$ cat config.mk
export PLATFORM = sky130hd
export DESIGN_NAME = pcm_rom_fetch_arbiter
export DESIGN_NICKNAME = d
export VERILOG_FILES = /design/src/rtl/pcm_rom_fetch_arbiter.sv
export SDC_FILE = /design/constraint.sdc
export NUM_CORES = 1
export LEC_CHECK = 0
export BUFFER_PORTS_ARGS = -buffer_cell sky130_fd_sc_hd__clkbuf_2
export CORE_MARGIN = 1.5
export CORE_UTILIZATION = 35
export DETAILED_ROUTE_END_ITERATION = 12
export PLACE_DENSITY = 0.6
export SETUP_SLACK_MARGIN = 0.5
export SLEW_MARGIN = 20
export SYNTH_ARGS = -nofsm -noshare
export SYNTH_HDL_FRONTEND = slang
export SYNTH_SLANG_ARGS = --single-unit
$ cat constraint.sdc
create_clock -name clk_sys -period 2.7 [get_ports clk_sys]
set_input_delay 0.54 -clock clk_sys [delete_from_list [all_inputs] [get_ports clk_sys]]
set_output_delay 0.54 -clock clk_sys [all_outputs]
set_load 0.005 [all_outputs]
$ cat src/rtl/pcm_rom_fetch_arbiter.sv
// Two byte-wide PCM requesters share one 64-bit DDRAM read channel; each keeps a one-line cache.
// Define PCM_LINE_CACHE_EN to keep line storage; otherwise every read fetches from DDRAM.

module pcm_rom_lane #(
  parameter int AW = 18
) (
  input  logic          clk_sys,
  input  logic          reset_n,
  input  logic          flush,
  input  logic          i_rd,
  input  logic [AW-1:0] i_addr,
  input  logic          i_fill,
  input  logic [63:0]   i_line,
  output logic          o_pend,
  output logic [AW-1:0] o_addr,
  output logic [7:0]    o_data,
  output logic          o_rdy
);
  logic          r_pend, r_rdy;
  logic [AW-1:0] r_addr;
  logic [7:0]    r_data;
  logic          w_hit;
  logic [7:0]    w_hit_byte;

`ifdef PCM_LINE_CACHE_EN
  logic [63:0]   r_line;
  logic [AW-4:0] r_tag;
  logic          r_valid;

  // flush forces the miss path even before valid has dropped
  assign w_hit      = r_valid & ~flush & (r_tag == i_addr[AW-1:3]);
  assign w_hit_byte = r_line[{i_addr[2:0], 3'b000} +: 8];

  always_ff @(posedge clk_sys or negedge reset_n) begin
    if (!reset_n) begin
      r_line  <= '0;
      r_tag   <= '0;
      r_valid <= 1'b0;
    end else begin
      if (flush) r_valid <= 1'b0;
      if (i_fill) begin
        r_line  <= i_line;
        r_tag   <= r_addr[AW-1:3];
        r_valid <= ~flush;
      end
    end
  end
`else
  logic w_unused_flush;
  assign w_unused_flush = flush;
  assign w_hit          = 1'b0;
  assign w_hit_byte     = 8'h00;
`endif

  // a read arriving while a miss is outstanding is dropped
  always_ff @(posedge clk_sys or negedge reset_n) begin
    if (!reset_n) begin
      r_pend <= 1'b0;
      r_rdy  <= 1'b0;
      r_addr <= '0;
      r_data <= '0;
    end else begin
      r_rdy <= 1'b0;
      if (i_fill) begin
        r_pend <= 1'b0;
        r_rdy  <= 1'b1;
        r_data <= i_line[{r_addr[2:0], 3'b000} +: 8];
      end else if (i_rd && !r_pend) begin
        r_addr <= i_addr;
        if (w_hit) begin
          r_rdy  <= 1'b1;
          r_data <= w_hit_byte;
        end else begin
          r_pend <= 1'b1;
        end
      end
    end
  end

  assign o_pend = r_pend;
  assign o_addr = r_addr;
  assign o_data = r_data;
  assign o_rdy  = r_rdy;
endmodule

module pcm_rom_fetch_arbiter #(
  parameter int AW = 18
) (
  input  logic                clk_sys,
  input  logic                reset_n,
  input  logic                flush,
  input  logic [1:0]          rq_rd,
  input  logic [1:0][AW-1:0]  rq_addr,
  output logic [1:0][7:0]     rq_data,
  output logic [1:0]          rq_rdy,
  output logic [AW-1:0]       mem_addr,
  output logic                mem_req,
  input  logic                mem_ready,
  input  logic [63:0]         mem_dout
);
  typedef enum logic [1:0] {S_IDLE, S_ISSUE, S_WAIT} state_t;

  state_t              r_state, w_state_nx;
  logic                r_gnt, r_rr, w_gnt_nx;
  logic [AW-1:0]       r_mem_addr;
  logic [1:0]          w_pend, w_fill;
  logic [1:0][AW-1:0]  w_paddr;

  for (genvar g = 0; g < 2; g++) begin : g_lane
    pcm_rom_lane #(.AW(AW)) u_lane (
      .clk_sys (clk_sys),
      .reset_n (reset_n),
      .flush   (flush),
      .i_rd    (rq_rd[g]),
      .i_addr  (rq_addr[g]),
      .i_fill  (w_fill[g]),
      .i_line  (mem_dout),
      .o_pend  (w_pend[g]),
      .o_addr  (w_paddr[g]),
      .o_data  (rq_data[g]),
      .o_rdy   (rq_rdy[g])
    );
  end

  assign w_gnt_nx = (w_pend == 2'b11) ? r_rr : w_pend[1];
  assign mem_addr = r_mem_addr;

  always_comb begin
    w_state_nx = r_state;
    w_fill     = '0;
    mem_req    = 1'b0;
    case (r_state)
      S_IDLE:  if (|w_pend) w_state_nx = S_ISSUE;
      S_ISSUE: begin
        mem_req    = 1'b1;
        w_state_nx = S_WAIT;
      end
      S_WAIT: if (mem_ready) begin
        w_state_nx     = S_IDLE;
        w_fill[r_gnt]  = 1'b1;
        // the other requester rides along when it waits on the same line
        w_fill[~r_gnt] = w_pend[~r_gnt] &&
                         (w_paddr[~r_gnt][AW-1:3] == w_paddr[r_gnt][AW-1:3]);
      end
      default: w_state_nx = S_IDLE;
    endcase
  end

  always_ff @(posedge clk_sys or negedge reset_n) begin
    if (!reset_n) begin
      r_state    <= S_IDLE;
      r_gnt      <= 1'b0;
      r_rr       <= 1'b0;
      r_mem_addr <= '0;
    end else begin
      r_state <= w_state_nx;
      if (r_state == S_IDLE && |w_pend) begin
        r_gnt      <= w_gnt_nx;
        r_mem_addr <= {w_paddr[w_gnt_nx][AW-1:3], 3'b000};
      end
      if (r_state == S_WAIT && mem_ready) r_rr <= ~r_gnt;
    end
  end
endmodule
==> results.json <==
{
  "setup_violations": 0,
  "cts_root_buf": "clkbuf_16",
  "seq_area_frac_synth_pct": 45.7,
  "p_seq_share_pct": 34.6,
  "cp-start-kind": "flop",
  "num_rows": 39,
  "drt-initial-drc-count": 145,
  "grt-ovfl-total": 0,
  "port_buffers": 138,
  "top_level_ports": 143,
  "clock-sinks": 75,
  "via_per_inst": 5.12,
  "netlist_instances": 287,
  "place_area_sq_um": 4940,
  "clock_path_buffers": 2,
  "cts_buffers": 9,
  "grtUsageTotal_pct": 17.5,
  "die_w_um": 111,
  "synth_top_cell_by_area": "dfrtp_1",
  "relSlewSlack_pct": 49.4,
  "dr.pass1.iters": 4,
  "pwr-share-clk_pct": 22.6,
  "clock.fmax_mhz": 458,
  "critPathArrivalTime_ns": 2.40,
  "wl_met3_um": 803,
  "power_density_nw_per_um2": 1200,
  "antenna_found_initial": 0,
  "required_ns": 2.92,
  "final_design_area_no_fill_sq_um": 5370,
  "max_slew.worst_pin.slew_ns": 0.760,
  "rsz0062_at_grt": "true",
  "clock_latency_ns": 0.33,
  "crit_fanout": 4,
  "yosys-top-cells-area": "dfrtp_1 46%, mux2_2 19%, mux4_2 18%, mux2i_1 3.9%, xnor2_1 2.1%",
  "ys_warn_count": 0,
  "finClkSkew_ns": 0.00859,
  "cts_tree": "yes",
  "synth_edf_count": 0,
  "p_leak_nw": 2.51,
  "wl_per_cell_um": 18.1,
  "num_antenna_cells": 0,
  "ys_types": 30,
  "finalWirelength_um": 10400,
  "routabilityCongestion": 0.790,
  "criticalPathCategory": "flop to flop",
  "max_cap_viol_count": 0,
  "vias": 2952,
  "area_growth_pct": 31.0,
  "drt-met1-wl_um": 4310,
  "tns_ns": 0,
  "core_sq_um": 11400,
  "cts_max_level": 3,
  "fillers": 1057,
  "synth_common_cells": "75 x dfrtp_1, 69 x mux2_2, 32 x mux4_2",
  "grt_max_degree": 42,
  "finalCriticalPeriod_ns": 2.18,
  "final.period_utilization_pct": 80.9,
  "start_util_pct": 35.9,
  "ys_ff_latch": 75,
  "min_path_type": "primary input to async pin",
  "drtAntennaViolNets": 0,
  "status": "finished, final reports clean",
  "peakVddDrop_v": 0.000494,
  "sw_frac_of_total_pct": 32.7,
  "hold_viol_final": 0,
  "wl_met2_um": 5150,
  "synthesis.area_sq_um": 4100,
  "grt_pass1_wl_um": 16900,
  "switchingPower_mw": 2.11,
  "pre_cts_slack_ns": 0.277,
  "dpl.hpwl_um": 7580,
  "syn_avg_cell_area_sq_um": 14.3,
  "synth_top_cell_area_share_pct": 45.7,
  "fin_util_pct": 47.1,
  "synth_ff_type": "dfrtp_1",
  "drive_gt1_share_pct": 64.5,
  "routed.top_layer": "met4",
  "drc": 0,
  "die-area_sq_um": 12400,
  "endpoint_kind": "flop",
  "fin_ws_ns": 0.517,
  "intPower_mw": 4.34,
  "yosysMostFrequentCell": "dfrtp_1",
  "layout.nets": 535,
  "grt_pass1_vias": 3274,
  "slew_viol_final": 0,
  "fp.dieH_um": 111,
  "comb_power_share_pct": 42.7,
  "clk_pin_slew_ns": 0.06,
  "async_flop_share_pct": 100
}
## cells by family (layout without fill, tap and decap cells)
logic type / count (synthesis) / in the layout / share of synthesized area (%)
muxes: 117 / 117 / 40.4
AOI/OAI and AO/OA: 20 / 21 / 2.81
xor gates and xnor gates: 15 / 15 / 3.20
buffers and inverters: 26 / 170 / 3.35
DFF: 75 / 75 / 45.7
and+or+nand+nor: 33 / 33 / 4.39
other: 1 / 3 / 0.0914
## critical path, stage by stage (launching register included)
cell and delay, ns:
dfrtp_1 0.41, nand3b_4 0.19, or4_4 0.56, nor3_4 0.23, buf_4 0.17, a21bo_4 0.17
mux2_2 0.34
## what timing repair did
action,CTS,global route
pin swaps,0,1
gates resized for setup,1,4
setup buffers,0,4
hold buffers,0,0
gates cloned,0,1
setup endpoints to repair,8,16
## cell type report
| class | count | area, sq um | share of cell area [%] |
|---|---|---|---|
| flip-flops and latches | 75 | 1880 | 34.9 |
| inverters | 3 | 11.3 | 0.210 |
| well taps | 143 | 179 | 3.33 |
| multi-input cells | 189 | 2150 | 40.0 |
| clock inverters | 6 | 136 | 2.54 |
| repair buffers | 151 | 791 | 14.7 |
| clock buffers | 10 | 229 | 4.26 |
## routing by layer
layer / track usage [%] / vias to the layer above
met5: 0 / -
met2: 29.5 / 120
met4: 5.23 / 0
met3: 5.52 / 13
met1: 21.6 / 1467
li1: - / 1352
## power groups by stage
| stage | logic [mW] | clock network, mW | registers (mW) |
|---|---|---|---|
| floorplan | 2.09 | 0 | 2.03 |
| global placement | 2.70 | 0 | 2.22 |
| detailed placement | 2.74 | 0 | 2.26 |
| CTS | 2.77 | 1.49 | 2.25 |
| global route | 3.04 | 1.55 | 2.32 |
| finish | 2.75 | 1.46 | 2.23 |
## layout by cell type, fill, tap and decap left out
| cell type | count |
|---|---|
| nand3b_4 | 1 |
| nor3b_2 | 1 |
| inv_1 | 3 |
| a21oi_1 | 15 |
| nand4_1 | 2 |
| or2_2 | 2 |
| clkbuf_1 | 1 |
| o21a_1 | 1 |
| nor3_4 | 1 |
| inv_6 | 1 |
| nor2_1 | 19 |
| nand3_1 | 1 |
| and2b_2 | 1 |
| a21oi_4 | 1 |
| nand3b_1 | 1 |
| mux2i_1 | 16 |
| conb_1 | 3 |
| a21o_2 | 1 |
| dfrtp_1 | 75 |
| nor3b_1 | 1 |
| bufinv_16 | 4 |
| xnor2_1 | 10 |
| nor3_1 | 1 |
| clkbuf_16 | 9 |
| mux2_2 | 69 |
| nor3_2 | 1 |
| or4_4 | 1 |
| buf_4 | 14 |
| xor2_1 | 5 |
| mux4_2 | 32 |
| clkbuf_2 | 137 |
| a21bo_4 | 2 |
| o21ai_2 | 1 |
| clkinvlp_4 | 1 |
## per-stage QoR
stage	total power, mW	std cells	hold slack, ns
after floorplan	4.13	289	0.244
after global placement	4.92	556	0.487
after detailed placement	5.00	556	0.495
after CTS	6.51	572	0.207
after global routing	6.91	577	0.225
final	6.44	577	0.187
## final timing paths
| path | startpoint | endpoint | slack, ns | depth (start not counted) |
|---|---|---|---|---|
| worst min-delay path | reset_n | g_lane[0].u_lane.o_data[7] | 0.19 | 1 |
| max in group asynchronous | reset_n | g_lane[1].u_lane.o_data[7] | 1.85 | 2 |
| worst max-delay path | r_state[0] | g_lane[1].u_lane.o_data[4] | 0.52 | 6 |
| min in group clk_sys | rq_rd[0] | g_lane[0].u_lane.o_pend | 0.43 | 2 |
| worst min register to register | g_lane[0].u_lane.o_data[2] | g_lane[0].u_lane.o_data[2] | 0.50 | 1 |
| worst max register to register | r_state[0] | g_lane[1].u_lane.o_data[4] | 0.52 | 6 |
## registers in the layout, summed over array words and instances (netlist names)
| signal | cells |
|---|---|
| g_lane.u_lane.o_addr | 36 |
| g_lane.u_lane.o_data | 16 |
| g_lane.u_lane.o_pend | 2 |
| g_lane.u_lane.o_rdy | 2 |
| mem_addr | 15 |
| r_gnt | 1 |
| r_rr | 1 |
| r_state | 2 |
Note: power is estimated with default switching activity, not from simulation.
